[config.mk]
export PLATFORM = sky130hd
export DESIGN_NAME = alu_arbiter
export DESIGN_NICKNAME = d
export VERILOG_FILES = /design/src/rtl/alu_arbiter_pkg.sv /design/src/rtl/alu_arbiter_alu.sv /design/src/rtl/alu_arbiter.sv
export SDC_FILE = /design/constraint.sdc
export NUM_CORES = 1
export LEC_CHECK = 0
export ABC_CLOCK_PERIOD_IN_PS = 4300
export BUFFER_PORTS_ARGS = -buffer_cell sky130_fd_sc_hd__buf_2
export CORE_ASPECT_RATIO = 2
export CORE_MARGIN = 5
export CORE_UTILIZATION = 45
export DETAILED_ROUTE_END_ITERATION = 8
export PLACE_DENSITY = 0.76
export SLEW_MARGIN = 15
export SYNTH_ARGS = -nofsm -noshare
export SYNTH_HDL_FRONTEND = slang
export SYNTH_SLANG_ARGS = --single-unit
[constraint.sdc]
create_clock -name clk -period 4.3 [get_ports clk]
set_clock_uncertainty 0.2 [all_clocks]
set_input_delay 0.645 -clock clk [delete_from_list [all_inputs] [get_ports clk]]
set_output_delay 0.645 -clock clk [all_outputs]
set_load 0.05 [all_outputs]
[src/rtl/alu_arbiter_pkg.sv]
// Shared types, ALU opcode codes and FSM state encoding for the two-requester ALU arbiter.
package alu_arbiter_pkg;

  typedef logic [31:0] u32;
  typedef logic [2:0]  u3;
  typedef logic        u1;

  localparam u3 ALU_AND = 3'b000;
  localparam u3 ALU_OR  = 3'b001;
  localparam u3 ALU_ADD = 3'b010;
  localparam u3 ALU_SUB = 3'b110;
  localparam u3 ALU_SLT = 3'b111;

  typedef enum logic [1:0] {
    IDLE = 2'd0,
    EXEC = 2'd1,
    RESP = 2'd2
  } state_e;

endpackage

[src/rtl/alu_arbiter_alu.sv]
// Combinational 32-bit ALU; unknown opcodes yield result 0 with the error flag set.
module alu_arbiter_alu
  import alu_arbiter_pkg::*;
(
  input  u32 a,
  input  u32 b,
  input  u3  op,
  output u32 result,
  output u1  zero,
  output u1  err
);

  always_comb begin
    result = '0;
    err    = 1'b0;
    case (op)
      ALU_AND: result = a & b;
      ALU_OR:  result = a | b;
      ALU_ADD: result = a + b;
      ALU_SUB: result = a - b;
      ALU_SLT: result = ($signed(a) < $signed(b)) ? 32'd1 : 32'd0;
      default: err = 1'b1;
    endcase
    zero = (result == 32'd0);
  end

endmodule

[src/rtl/alu_arbiter.sv]
// Two-requester front end to one shared ALU: arbitrate, execute, then hold the
// response until the granted requester consumes it. One operation in flight.
module alu_arbiter
  import alu_arbiter_pkg::*;
#(
  parameter int PRIO_FIXED = 0,
  parameter int CNT_W      = 16
) (
  input  logic             clk,
  input  logic             reset,
  input  logic             req0_valid,
  output logic             req0_ready,
  input  logic [31:0]      req0_a,
  input  logic [31:0]      req0_b,
  input  logic [2:0]       req0_op,
  input  logic             req1_valid,
  output logic             req1_ready,
  input  logic [31:0]      req1_a,
  input  logic [31:0]      req1_b,
  input  logic [2:0]       req1_op,
  output logic             resp0_valid,
  input  logic             resp0_ready,
  output logic [31:0]      resp0_result,
  output logic             resp0_zero,
  output logic             resp0_err,
  output logic             resp1_valid,
  input  logic             resp1_ready,
  output logic [31:0]      resp1_result,
  output logic             resp1_zero,
  output logic             resp1_err,
  output logic             busy,
  output logic [CNT_W-1:0] ops_done
);

  state_e     state_q, state_d;
  u1          gnt_q, last_q, pick;
  u32         a_q, b_q, res_q, alu_res;
  u3          op_q;
  u1          zero_q, err_q, alu_zero, alu_err;
  logic [CNT_W-1:0] ops_q;
  logic       accept, resp_hs;

  // Tie-break: fixed mode favours 0, round-robin favours whoever did not finish last.
  always_comb begin
    if (req0_valid && req1_valid) pick = (PRIO_FIXED != 0) ? 1'b0 : ~last_q;
    else                          pick = req1_valid;
  end

  assign accept  = (state_q == IDLE) && (req0_valid || req1_valid);
  assign resp_hs = (state_q == RESP) && (gnt_q ? resp1_ready : resp0_ready);

  always_ff @(posedge clk or posedge reset) begin
    if (reset) state_q <= IDLE;
    else       state_q <= state_d;
  end

  always_comb begin
    state_d = state_q;
    case (state_q)
      IDLE:    if (accept)  state_d = EXEC;
      EXEC:                 state_d = RESP;
      RESP:    if (resp_hs) state_d = IDLE;
      default:              state_d = IDLE;
    endcase
  end

  always_comb begin
    req0_ready   = accept && !pick;
    req1_ready   = accept &&  pick;
    resp0_valid  = (state_q == RESP) && !gnt_q;
    resp1_valid  = (state_q == RESP) &&  gnt_q;
    resp0_result = resp0_valid ? res_q  : 32'd0;
    resp0_zero   = resp0_valid ? zero_q : 1'b0;
    resp0_err    = resp0_valid ? err_q  : 1'b0;
    resp1_result = resp1_valid ? res_q  : 32'd0;
    resp1_zero   = resp1_valid ? zero_q : 1'b0;
    resp1_err    = resp1_valid ? err_q  : 1'b0;
    busy         = (state_q != IDLE);
  end

  alu_arbiter_alu u_alu (
    .a      (a_q),
    .b      (b_q),
    .op     (op_q),
    .result (alu_res),
    .zero   (alu_zero),
    .err    (alu_err)
  );

  // Operand/result registers are cleared by reset so an aborted operation leaves no trace.
  always_ff @(posedge clk or posedge reset) begin
    if (reset) begin
      gnt_q  <= 1'b0;
      last_q <= 1'b1;
      a_q    <= '0;
      b_q    <= '0;
      op_q   <= '0;
      res_q  <= '0;
      zero_q <= 1'b0;
      err_q  <= 1'b0;
      ops_q  <= '0;
    end else begin
      if (accept) begin
        gnt_q <= pick;
        a_q   <= pick ? req1_a  : req0_a;
        b_q   <= pick ? req1_b  : req0_b;
        op_q  <= pick ? req1_op : req0_op;
      end
      if (state_q == EXEC) begin
        res_q  <= alu_res;
        zero_q <= alu_zero;
        err_q  <= alu_err;
      end
      if (resp_hs) begin
        last_q <= gnt_q;
        ops_q  <= ops_q + CNT_W'(1);
      end
    end
  end

  assign ops_done = ops_q;

endmodule

# Word-level counts from Yosys, hierarchy flattened
# Index checks and enable logic that the tools add are counted.
# W data, S select, Z words.
[totals]
regBits = 121
in_bits = 140
out_inout_bits = 89
[classes]
add_sub_neg = 3
n_lt_le_gt_ge = 1
n_eq_ne = 8
n_mux = 17
n_bitwise = 3
reduce_logical = 16
[ops]
columns = ["op", "n"]
rows = [
  ["$pmux W32 S5", 1],
  ["$mux W32", 4],
  ["$add A32 B32 Y32", 1],
  ["$and A32 B32 Y32", 1],
  ["$logic_not A32 Y1", 1],
  ["$lt A32 B32 Y1", 1],
  ["$or A32 B32 Y32", 1],
  ["$sub A32 B32 Y32", 1],
  ["$add A16 B1 Y16 const B", 1],
  ["$mux W1", 8],
  ["$logic_and A1 B1 Y1", 7],
  ["$eq A3 B3 Y1 const B", 2],
  ["$pmux W2 S3", 1],
  ["$reduce_or A5 Y1", 1],
  ["$mux W2", 2],
  ["$ne A2 B2 Y1 const B", 2],
  ["$eq A3 B1 Y1 const B", 1],
  ["$eq A3 B2 Y1 const B", 1],
  ["$logic_not A3 Y1", 1],
  ["$mux W3", 1],
  ["$eq A2 B1 Y1 const B", 1],
  ["$eq A2 B2 Y1 const B", 1],
  ["$logic_not A1 Y1", 2],
  ["$logic_not A2 Y1", 1],
  ["4 further kinds", 4],
]

# Depth between registers and ports, before layout
# Gate-level depths: netlist of the first run.
[depth]
ltp_word = 4
mapped_depth = 15

# By module
# From an unflattened synthesis of the first run, not the netlist that was laid out.
[unflattened]
cells_unflattened = 1277
area_unflattened_um2 = 10804.1
[by_module_without_submodules]
columns = ["mod", "instances", "cells_each", "area_each_um2"]
rows = [
  ["alu_arbiter_alu", 1, 814, 5456.5],
  ["alu_arbiter", 1, 463, 5347.6],
]

# Worst setup path before layout of the first run
# No wires, ideal clock.
[synth_timing]
kind = "reg2reg"
start = "reg a_q[13]"
end = "reg zero_q"
setup_ps = 92
arrival_time_ps = 3119
path_slack_ps = 890
path_stages_with_launch = 15
cell_sequence = "dfrtp_1 -> inv_1 -> ha_1 -> buf_6 -> or4_4 -> or2_0 -> a211oi_2 -> o2111a_2 -> nor3_1 -> or3_1 -> nor2_1 -> o2111ai_1 -> nor4_2 -> nand3_1 -> o31ai_2"
[synth_via]
elab_chain_len = 4
word_cells_on_any_way = 8
[synth_lines]
columns = ["item", "line_no", "text"]
rows = [
  ["start: declaration", "alu_arbiter.sv:37", "u32 a_q, b_q, res_q, alu_res;"],
  ["start signal: assignment", "alu_arbiter.sv:105", "a_q <= pick ? req1_a : req0_a;"],
  ["$lt A32 B32 Y1", "alu_arbiter_alu.sv:21", "ALU_SLT: result = ($signed(a) < $signed(b)) ? 32'd1 : 32'd0;"],
  ["$mux W1", "alu_arbiter_alu.sv:21", ""],
  ["$pmux W32 S5 *", "alu_arbiter_alu.sv:16", "case (op)"],
  ["$logic_not A32 Y1 *", "alu_arbiter_alu.sv:24", "zero = (result == 32'd0);"],
  ["end signal: assignment", "alu_arbiter.sv:111", "zero_q <= alu_zero;"],
  ["end: declaration", "alu_arbiter.sv:39", "u1 zero_q, err_q, alu_zero, alu_err;"],
]
# Mark *: on every way between the ends. The rest lies on a longest branch, timed or not.
# A chain may end at the register's enable or synchronous reset.

# Worst setup path after layout of the first run
[layout_timing]
start = "reg a_q[8]"
end = "reg zero_q"
# Same word-level chain as after synthesis.

==> summary by stage, run 1 <==
Status
The flow ran to the end, and the final reports show no timing, DRC or antenna violations.

Final layout
The antenna cell count is 0. The synthesis-to-finish area growth is 19.2%. In the layout the commonest cells are 228 x buf_2, 192 x inv_1, 119 x dfrtp_1. The layout has around 2200 filler cells. The post-route netlist has between 20% and 30% of its cells at a drive strength greater than 1.

The commonest non-fill, non-tap cell in the layout is buf_2. In the final design database the tool counted ~1700 nets. The non-filler instance count after layout is 1775.

Die
The floorplan has about 80 rows. Once the floorplan was initialized, standard cells occupied between 40% and 50% of the core. The die footprint is 26700 sq um. The y dimension of the die is approximately 230 um. In this run the horizontal extent of the chip is approximately 120 um.

The core region is 23100 sq um. Pin placement for this block handled 229 I/O pins.

Setup path
On the worst path, the slowest cell contributes a delay of 0.57 ns. The largest fanout of any net on the critical path is 6. The kind of end point of the critical path is a flip-flop. For the worst setup path, the data required time is 4.45 ns. On the critical path, the stage with the largest delay is an instance of a2111oi_0. The startpoint kind of the worst setup timing path is a flip-flop. The cell repeated most along the worst path is nand3_1. Data arrives at the worst endpoint at ~4.3 ns. The number of buffers and inverters on the critical path is 1. The type of the worst setup path is flip-flop to flip-flop. The path depth of the worst reg2reg path is 13. The startpoint identified for the worst register-to-register timing path is a_q[8]$_DFFE_PP0P_.

The slack of the worst reg-to-reg path is between 0.1 and 0.15 ns. The worst register-to-register path ends at zero_q$_DFFE_PP0N_. The kind of cell with the highest combined delay along the critical path is compound AO/OA/AOI/OAI gates. Walking the worst path, the cells encountered are inv_1 -> ha_1 -> nand3_1 -> o221a_2 -> o221ai_1 -> o2111ai_1 -> mux2_1 -> o22ai_1 -> a311o_1 -> a2111oi_0 -> and3_1 -> nand3_1 -> o31ai_2.

Logic synthesis
Each instance of the synthesized netlist takes up on average between 8 and 9 sq um. Sorting the synthesized cells by area gives the leading types as dfrtp_1 29%, ha_1 12%, inv_1 6.9%, a222oi_1 6.4%, and2_1 4.3%. The number of enable-type register cells in the synthesized netlist is 0. Synthesis produced a netlist with a net count of approximately 1500. Sequential elements use 28.8% of the synthesized area. Counting every instance in the synthesized netlist gives 1280.

The count of unique library cells instantiated by Yosys is 89. The total of warnings raised by yosys is 0. For this run, the leading register cell type out of synthesis is dfrtp_1. The share of async-settable or async-resettable flops after synthesis is 100%. The cell type contributing the most total cell area after synthesis is dfrtp_1. The synthesized flop and latch total is 121. The share of the synthesized area in the top cell type is approximately 29%. The post-synth design cell area is 10500 sq um.

Placed design
The worst slack after detailed placement is between 0.2 and 0.25 ns. The last weighted congestion value of the routability-driven placer is ~1.0. During placement, the flow inserted port buffers numbering 228.

The HPWL reported at the end of detailed placement is around 29000 um. After detailed placement, the design holds a cell count of 1743.

GRT
The total global routing track utilization is 26.4%. The number of global-route vias before repair is 10700. The number of antenna violations at the first check in global routing is 0. The maximum number of pins on one net before global-route repair is 68.

Global routing finished with a remaining overflow of 0. The first global-routing pass estimated approximately 56000 um of wire.

Timing
The least setup slack across all paths after layout is 0.130 ns. The slew at the pin closest to its max-slew limit is between 0.9 and 1 ns. Setup repair after global routing left no endpoint under its margin. The total count of hold-check failures in the final report came to 0. The post-route clock period utilization is 97.0%. The worst path needs 4.17 ns of the cycle, external delays included. Setup violations remaining at the end of the flow were counted as 0.

Timing would allow up to ~240 MHz. The final setup TNS is 0 ns. The max-slew violation count was 0. The max-slew headroom at the worst pin is 36.2%.

Power
The analysis attributes to net switching a power of 6370 uW. Per report_power, the combinational group accounts for a little over two thirds of the total. Of the total power, registers draw roughly 18%.

Power spread over the standard cell area amounts to 942 nW/um^2. Across the VDD grid, the largest voltage drop is 0.497 mV. The standby leakage power is ~0.0064 uW. Internal power comes to 5430 uW.

Net switching is 54.0% of the power. The clock share of power is a little under an eighth.

Drt
The per-cell via count in the routed design is 5.90. The routed wire length per instance is 20.3 um. After detailed routing, the number of remaining DRC violations is 0. The routed layout has 10500 vias. In this run, the number of DRC markers left after iteration 0 of detailed routing was 915. The first-pass iteration count of the detailed router is 8. The number of antenna-violating nets in the routed design is 0.

Summed over all layers, the routed wires come to 35900 um.

Min path
The path class of the lowest-slack min-delay path is primary input to asynchronous set/reset pin.

Clock tree
In this run the clock root is driven by a clkbuf_16. The post-CTS setup buffer count is 0. In this run the number of H-tree levels came out at 4.

The number of clock buffers added by TritonCTS is 17. The maximum buffer depth of the clock tree is 2. The clock transition at the registers of the reported paths is 0.06 ns. The total of hold buffers inserted after clock tree synthesis is 0. The quantity of gates resized following cts is 0. TritonCTS built the clock tree. The tree built by TritonCTS fans out to about 120 sinks. Clock latency on the worst-skew pair, taken at its later pin, is between 0.4 and 0.5 ns.

Flow run
The max capacitance violation total is 0.
-- logic make-up after synthesis --
kind of cell | share of synthesized area [%]
AOI/OAI and AO/OA | 25.6
buffers and inverters | 10.0
xor gates and xnor gates | 3.08
DFF | 28.8
and+or+nand+nor | 17.3
adders and majority gates | 12.3
muxes | 2.92
-- cells in the mapped netlist, drive strengths merged (7+ instances only) --
cell    count
inv       195
dfrtp     120
ha        100
nand2      89
a21oi      77
and2       73
a222oi     67
nor2       67
o21ai      66
clkbuf     62
xnor2      31
mux2i      25
nand3      25
nor3       19
buf        17
nand2b     14
a22o       13
nand4      13
o31ai      13
a21o       12
a211oi     10
and3        9
nor2b       9
nor4        9
o22ai       9
a22oi       8
a221oi      7
o211ai      7
o21bai      7
or2         7
-- power groups by stage --
stage | combinational, uW | clock (uW) | sequential (uW)
6_report | 8280 | 1390 | 2130
4_1_cts | 8170 | 1400 | 2130
5_1_grt | 9020 | 1450 | 2190
3_3_place_gp | 8090 | 0 | 2110
3_5_place_dp | 8130 | 0 | 2140
2_1_floorplan | 5880 | 0 | 2000
-- cell type report --
| type | instances | area (sq um) | share of cell area [%] |
|---|---|---|---|
| repair buffers | 259 | 1390 | 11.1 |
| inverters | 196 | 738 | 5.89 |
| clock buffers | 19 | 443 | 3.54 |
| clock inverters | 13 | 123 | 0.979 |
| flip-flops and latches | 121 | 3030 | 24.2 |
| multi-input cells | 884 | 6450 | 51.5 |
| well taps | 283 | 354 | 2.83 |
-- worst max path at each step --
stage,to,startpoint,cells after the start
5_1_grt,zero_q$_DFFE_PP0N_,a_q[10]$_DFFE_PP0P_,13
3_5_place_dp,zero_q$_DFFE_PP0N_,a_q[8]$_DFFE_PP0P_,13
6_report,zero_q$_DFFE_PP0N_,a_q[8]$_DFFE_PP0P_,13
3_3_place_gp,zero_q$_DFFE_PP0N_,a_q[13]$_DFFE_PP0P_,13
4_1_cts,zero_q$_DFFE_PP0N_,a_q[8]$_DFFE_PP0P_,13
2_1_floorplan,a_q[0]$_DFFE_PP0P_,reset,1
-- metal layers --
metal	part of all wire (%)	vias up	track usage, %
met1	36	4959	28.0
met2	53	456	49.2
met3	5.6	114	4.09
met4	4.7	0	14.3
met5	0	-	0
li1	-	4947	-
-- worst reg2reg max path: stages, from the launching register on --
cell and delay [ns]:
dfrtp_1 0.39, inv_1 0.06, ha_1 0.43, nand3_1 0.20
o221a_2 0.32, o221ai_1 0.38, o2111ai_1 0.28, mux2_1 0.28
o22ai_1 0.06, a311o_1 0.34, a2111oi_0 0.57, and3_1 0.24
nand3_1 0.09, o31ai_2 0.23
-- through the flow --
stage / total power, uW / utilization [%] / instance area, sq um / hold WS (ns)
3_5_place_dp: 10300 / 51.7 / 12000 / 0.263
2_1_floorplan: 7890 / - / 10500 / 0.255
3_3_place_gp: 10200 / 51.7 / 12000 / 0.261
6_report: 11800 / 54.2 / 12500 / 0.132
4_1_cts: 11700 / 54.2 / 12500 / 0.160
5_1_grt: 12700 / 54.2 / 12500 / 0.205
-- registers in the layout, indices dropped and copies added (netlist names), 2 cells and up --
name and flops:
state_q 2, res_q 32, b_q 32, ops_done 16, op_q 3, a_q 32
No activity file was read; power rests on OpenSTA's default activity.
==> run 2, diff against run 1 <==
Settings changed: ABC_AREA set to 1, ABC_CLOCK_PERIOD_IN_PS 4300 to 4200, PLACE_DENSITY 0.76 to 0.75, SLEW_MARGIN 15 to unset.
Clock period 4.3 ns to 4.2 ns, I/O delays scaled along.
==> run 2 against run 1 <==
Setup slack better by 0.78 ns. Wire length up 32%. Register-to-register slack improved by 0.85 ns. Die area up 15%. Global-route usage rose by 4.3 points. Power rose by 20%. Flip-flop and latch count did not move. Utilization shrank 1.8 points. Via count grew 25%. Non-clock buffer count down 18. Highest routed layer unchanged.
==> summary by stage, run 2 <==
Flow run
The max capacitance violation total is 0 (unchanged).

Die
The y dimension of the die is 243 um (+7.5%). The die footprint is 30700 sq um (+15%). The top-level port count is 229 (unchanged). The starting density of the core was 45.4% (about the same). The core area is 26900 sq um (+16%).

The row count came to 85 (+7.6%). The die width came to 127 um (+7.1%).

Drt
The post-route DRC violation count came to 0 (unchanged). The number of antenna-violating nets in the routed design is 0 (unchanged). The per-cell via count in the routed design is 5.21 (-12%).

The total wire length after detailed routing came to 47500 um (+32%). The total via count in the routed design came to 13100 (+25%). The first-pass iteration count of the detailed router was 5 (-3). The routed wire length per instance was 18.9 um (-6.8%). The initial DRC count came to 752 (-18%).

Timing
The slew at the pin closest to its max-slew limit is 0.757 ns (-0.197 ns). Static timing analysis puts the maximum clock frequency at 304 MHz. The final setup TNS is 0 ns (unchanged).

The max-slew headroom at the worst pin is 49.5% (+13 points). The max-slew violation count is 0 (unchanged). The total count of hold-check failures in the final report is 0 (unchanged). The clock period minus worst slack is 3.29 ns. The setup-violating endpoint count in the final report is 0 (unchanged). The post-route clock period utilization is 78.2%.

Setup repair after global routing left no endpoint under its margin.

Clock tree
The total number of H-tree levels is 4 (unchanged). The CTS tree is yes. The total of hold buffers inserted after clock tree synthesis was 0 (unchanged).

The later-pin clock latency in the skew report is 0.46 ns (+0.02 ns). The maximum buffer depth of the clock tree came to 2 (unchanged). The quantity of gates resized following cts came to 0 (unchanged). The clock transition at the registers of the reported paths is 0.07 ns (about the same).

The number of clock buffers inserted by TritonCTS is 17 (unchanged). The post-CTS setup buffer count is 0 (unchanged). The TritonCTS sink count is 121 (unchanged). The tree is rooted in a clkbuf_16.

Final layout
The non-filler instance count after layout is 2517 (+42%). The ratio of cells with drive above 1 in the final layout is 18.0% (-3.9 points). The number of nets in the layout was 2398 (+39%). In the layout the commonest cells are 627 x nand2_1, 367 x inv_1, 228 x buf_2.

The antenna cell count is 0 (unchanged). The commonest non-fill, non-tap cell in the layout is nand2_1. The largest registers in the layout are a_q x32, b_q x32, res_q x32. The synthesis-to-finish area growth is 15.3%.

Logic synthesis
The synthesized design spends more area on one cell type than any other, namely dfrtp_1. Yosys instantiated no cell more often than nand2_1. The share of the synthesized area in the top cell type is 24.6% (-4.0 points).

The synthesized flop and latch total came to 121 (unchanged). The number of enable-type register cells in the synthesized netlist is 0 (unchanged). The count of unique library cells instantiated by Yosys is 47 (-47%).

For this run, the leading register cell type out of synthesis is dfrtp_1. The synthesized netlist net count is 2209 (+45%). Ranked by total cell area, the synthesized netlist is headed by dfrtp_1 25%, nand2_1 19%, inv_1 11%, ha_1 10%, nor2_1 5.4%. The sequential element share of the synthesized area is 24.8% (-4.0 points). The total of warnings raised by yosys was 0 (unchanged). The post-synth design cell area is 12200 sq um (+16%).

The share of async-settable or async-resettable flops after synthesis came to 100% (unchanged). The commonest cells after synthesis are 627 x nand2_1, 368 x inv_1, 176 x nor2_1. The average cell area after synthesis was 6.21 sq um (-24%). The gate count of the mapped netlist was 1967 (+54%).

Setup path
The largest fanout of any net on the critical path is 34 (+28). The kind of end point of the critical path is an output port. The startpoint kind of the worst setup timing path is a flip-flop. The endpoint arrival time on the critical path is 2.46 ns (-1.86 ns). The setup path with the least slack is of type flip-flop to output port. The required time of the critical path came to 3.37 ns (-1.08 ns).

Power
The standby leakage power is 0.00787 uW (+23%). The total chip power is 14200 uW (+20%). The worst IR drop on VDD is 0.484 mV (-2.6%). The power density of the placed cells is 1000 nW/um^2 (+6.7%).

GRT
The maximum number of pins on one net before global-route repair came to 70 (+2.9%). The total global routing track utilization is 30.7% (+4.3 points). The remaining global-route overflow is 0 (unchanged). The number of antenna violations at the first check in global routing is 0 (unchanged). The global-route wire length before repair is 72000 um (+28%). The number of global-route vias before repair is 13600 (+28%).

Status
The flow ran to the end, and the final reports show no timing, DRC or antenna violations.

Placed design
The total instance count after detailed placement was 2484 (+43%). The HPWL reported at the end of detailed placement came to 39100 um (+36%). The count of input and output buffers is 228 (unchanged). The last weighted congestion value of the routability-driven placer is 1.05 (+3.3%).

Min path
The tightest min-delay check is of the primary input to asynchronous set/reset pin type.
## run 2: cell count changes after synthesis, sizes merged, moves of 30 or more
cell / before / now
a222oi: 67 / 0
and2: 73 / 1
a21oi: 77 / 47
nor2: 67 / 210
o211ai: 7 / 67
inv: 195 / 389
nand2: 89 / 659
nand3: 25 / 144
## run 2: worst max-delay path, stage by stage (launching register included)
cell      delay, ns
dfrtp_1        0.40
nor2_1         0.17
inv_1          0.10
nor2_1         0.53
clkinv_1       0.14
buf_4          0.26
nor2_1         0.12
buf_2          0.27
## run 2: worst paths after layout
path	startpoint	endpoint	slack, ns	cells past startpoint
worst max register to register	a_q[10]$_DFFE_PP0P_	zero_q$_DFFE_PP0N_	0.98	20
max in group asynchronous	reset	res_q[8]$_DFFE_PP0N_	2.84	3
min in group clk	req0_a[1]	a_q[1]$_DFFE_PP0P_	0.20	3
worst min-delay path	reset	ops_done[0]$_DFFE_PP0P_	0.11	2
worst min register to register	ops_done[15]$_DFFE_PP0P_	ops_done[15]$_DFFE_PP0P_	0.27	1
worst max-delay path	state_q[0]$_DFFE_PP0P_	resp0_result[10]	0.91	7
## run 2: area by class of cell
class,count,area [sq um]
inverters,394,1480
clock buffers,17,425
well taps,348,435
repair buffers,241,1270
multi-input cells,1381,7300
fillers,2792,12800
flip-flops and latches,121,3030
clock inverters,15,146
## run 2: cell families (layout without fill, tap and decap cells)
| group | count (synthesis) | in the layout | share of synthesized area (%) |
|---|---|---|---|
| xor gates and xnor gates | 13 | 13 | 0.932 |
| buffers and inverters | 465 | 667 | 15.5 |
| DFF | 121 | 121 | 24.8 |
| adders and majority gates | 102 | 102 | 10.6 |
| and+or+nand+nor | 1054 | 1054 | 37.3 |
| AOI/OAI and AO/OA | 211 | 211 | 10.8 |
| muxes | 1 | 1 | 0.0922 |
## run 2: layer usage
metal | GRT usage (%) | up-vias | share of wire, %
li1 | - | 6435 | -
met1 | 25.2 | 5996 | 30
met2 | 57.2 | 472 | 53
met3 | 4.36 | 220 | 3.9
met4 | 33.4 | 0 | 13
met5 | 0 | - | 0
## run 2: report_power, final
group	leakage [uW]	switching (uW)	internal (uW)
sequential	0.00151	338	1660
clock	0.000279	670	789
combinational	0.00608	7700	3010
total	0.00787	8700	5450
## run 2: through the flow
stage | cell area [sq um] | hold WS (ns) | setup slack, ns | utilization (%)
finish | 14100 | 0.107 | 0.914 | 52.4
global route | 14100 | 0.162 | 0.702 | 52.4
CTS | 14100 | 0.116 | 0.898 | 52.3
detailed placement | 13500 | 0.258 | 1.05 | 50.1
global placement | 13500 | 0.260 | 1.05 | 50.1
floorplan | 12200 | 0.249 | 0.157 | -
==> run 3, diff against run 2 <==
Settings changed: ABC_AREA 1 to 0, ABC_CLOCK_PERIOD_IN_PS 4200 to 3400, PLACE_DENSITY 0.75 to 0.76.
Clock period 4.2 ns to 3.4 ns, I/O delays scaled along.
==> run 3 against run 2 <==
The run now ends with negative setup slack left. Critical path depth rose by 12. Register-to-register slack got worse by 1.3 ns. Power rose by 35%. Utilization rose by 12 points. Sequential share of layout area fell by 1.1 points. Clock-buffer cell count rose by 1. Flip-flop and latch count did not move. Global-route usage fell by 2.0 points. Non-clock buffer count rose by 258. Design area rose by 5.7%. Clock power rose by 23%. Critical path type is now flip-flop to flip-flop.
==> summary by stage, run 3 (synthesis results as in run 1) <==
Die
The y dimension of the die is 226 um (-6.9%). The die footprint was 26700 sq um (-13%). The core area is 23100 sq um (-14%). The die width is 118 um (-6.7%). The top-level port count came to 229 (unchanged). The row count is 79 (-7.1%). The starting density of the core came to 45.4% (about the same).

GRT
The total global routing track utilization was 28.7% (-2.0 points). The maximum number of pins on one net before global-route repair came to 122 (+74%). The global-route wire length before repair is 61400 um (-15%). The number of antenna violations at the first check in global routing is 0 (unchanged). The number of global-route vias before repair came to 11900 (-12%). The remaining global-route overflow is 0 (unchanged).

Timing
The max-slew violation count came to 0 (unchanged). The clock period minus worst slack is about 3.8 ns. The least setup slack across all paths after layout is -0.370 ns (-1.28 ns). The post-route clock period utilization is 111%. The slew at the pin closest to its max-slew limit is 0.940 ns (+0.183 ns). The upper clock frequency limit is around 270 MHz. The setup-violating endpoint count in the final report is 4 (+4). Setup repair after global routing could not meet its margin everywhere. The final setup TNS is -1.04 ns (-1.04 ns).

The total count of hold-check failures in the final report was 0 (unchanged). The max-slew headroom at the worst pin is 37.1% (-12 points).

Setup path
The cell repeated most along the worst path is buf_4. The slack of the worst reg-to-reg path was -0.37 ns (-1.35 ns). The delay of the slowest cell on the worst path is 0.47 ns (-0.06 ns).

The endpoint arrival time on the critical path is 3.91 ns (+1.45 ns). The startpoint of the lowest-slack register-to-register path is a_q[0]$_DFFE_PP0P_. The path depth of the worst reg2reg path is 19 (-5.0%). The worst setup path is captured at a flip-flop. On the critical path, the stage with the largest delay is an instance of a2111o_1. Walking the worst path, the cells encountered are inv_2 -> ha_4 -> inv_2 -> fa_2 -> nand2b_1 -> a2111o_1 -> a211oi_2 -> o2111a_2 -> buf_6 -> o31ai_2 -> o21ai_1 -> o21ai_1 -> buf_4 -> buf_4 -> buf_4 -> buf_4 -> buf_4 -> buf_4 -> a22o_1. STA classifies the critical path startpoint as a flip-flop. The required time of the critical path is 3.54 ns (+0.17 ns). The largest fanout of any net on the critical path is 4 (-88%). The type of the worst setup path is flip-flop to flip-flop.

The endpoint of the worst register-to-register path is res_q[0]$_DFFE_PP0N_.

Final layout
The antenna cell count is 0 (unchanged). The commonest non-fill, non-tap cell in the layout is buf_4. The largest registers in the layout are a_q x32, b_q x32, res_q x32. The number of nets in the layout came to 1961 (-18%). In the layout the commonest cells are 262 x buf_4, 228 x buf_2, 185 x inv_1. The synthesis-to-finish area growth is 41.7%.

The ratio of cells with drive above 1 in the final layout is 37.4% (+19 points).

Drt
The number of antenna-violating nets in the routed design is 0 (unchanged). The per-cell via count in the routed design is 5.74 (+10%). The initial DRC count came to 1029 (+37%). The routed wire length per instance is 19.4 um (+3.0%). The first-pass iteration count of the detailed router is 9 (+4). The total via count in the routed design is 11600 (-12%). The total wire length after detailed routing is 39200 um (-18%). The post-route DRC violation count is 0 (unchanged).

Power
The power density of the placed cells is 1280 nW/um^2 (+28%). The worst IR drop on VDD came to 0.709 mV (+46%). The standby leakage power is 0.00761 uW (-3.3%).

Clock tree
The clock transition at the registers of the reported paths is 0.06 ns (about the same). The number of clock buffers inserted by TritonCTS came to 17 (unchanged). The total number of H-tree levels came to 4 (unchanged). The CTS tree is yes. The total of hold buffers inserted after clock tree synthesis was 0 (unchanged). The maximum buffer depth of the clock tree is 2 (unchanged).

The CTS root buffer is clkbuf_16. The TritonCTS sink count is 121 (unchanged). The later-pin clock latency in the skew report is 0.45 ns (about the same).

Status
The run finished, with violations left. The final reports fail on negative setup slack.

Placed design
The last weighted congestion value of the routability-driven placer came to 1.03 (-1.8%). The count of input and output buffers came to 228 (unchanged). The worst slack after detailed placement is -0.600 ns (-1.65 ns).

The HPWL reported at the end of detailed placement is 31200 um (-20%).

Min path
The min-delay analysis places its worst path in the category primary input to asynchronous set/reset pin.

Flow run
The max capacitance violation total came to 0 (unchanged).
-- run 3: changes by cell type in the layout (fill, tap and decap cells not counted), moves of 23 or more --
cell / change
inv_1: -182
nand2_2: -31
o211ai_1: -60
mux2i_1: +25
nor2_1: -111
nand2_1: -539
a21oi_1: +25
buf_4: +251
a222oi_1: +67
nor2_2: -23
and2_1: +72
xnor2_1: +25
nand3_1: -107
-- run 3: repair_timing --
action	in CTS	in global routing
pin swaps	18	40
endpoints found under the setup margin	5	14
resized for setup	42	73
buffers inserted	23	8
-- run 3: area by class of cell --
type / instances / area [sq um]
inverter: 196 / 739
clock inverter: 14 / 150
tap: 283 / 354
sequential: 121 / 3040
multi-input combinational: 884 / 6970
clock buffer: 18 / 429
fill: 1977 / 8240
timing repair buffer: 499 / 3220
-- run 3: per-layer routing --
metal | vias up | track usage (%) | part of all wire (%)
met5 | - | 0 | 0
met4 | 0 | 15.5 | 4.7
met3 | 114 | 4.79 | 5.3
met2 | 459 | 53.8 | 54
met1 | 5562 | 30.2 | 36
li1 | 5424 | - | -
-- run 3: power breakdown --
group,switching [uW],internal (uW),leakage [uW]
registers,509,2040,0.00153
clock network,710,1080,0.000277
logic,8090,6660,0.00580
-- run 3: through the flow --
step	instance area (sq um)	utilization [%]	std cells	hold WS [ns]	power (uW)
floorplan	10500	-	1280	0.255	9980
global placement	13500	58.6	1954	0.260	15400
detailed placement	13500	58.6	1954	0.278	15600
CTS	14500	62.6	2009	0.0514	18100
global route	14900	64.4	2015	0.0648	20300
finish	14900	64.4	2015	0.0472	19100
-- run 3: worst max-delay path by stage --
stage	from	endpoint	slack, ns
after detailed placement	a_q[11]$_DFFE_PP0P_	zero_q$_DFFE_PP0N_	-0.60
after global routing	a_q[0]$_DFFE_PP0P_	zero_q$_DFFE_PP0N_	-0.47
after floorplan	a_q[13]$_DFFE_PP0P_	zero_q$_DFFE_PP0N_	0.01
after global placement	a_q[11]$_DFFE_PP0P_	zero_q$_DFFE_PP0N_	-0.52
after CTS	a_q[15]$_DFFE_PP0P_	zero_q$_DFFE_PP0N_	-0.29
final	a_q[0]$_DFFE_PP0P_	res_q[0]$_DFFE_PP0N_	-0.37
-- run 3: worst max-delay path, delay by kind of cell (launching register included) --
kind	cells	cell delay [ns]
AO/OA/AOI/OAI	7	1.59
buffers and inverters	9	1.00
flip-flops	1	0.41
adder cells (fa/ha/maj)	2	0.37
AND/OR/NAND/NOR	1	0.08
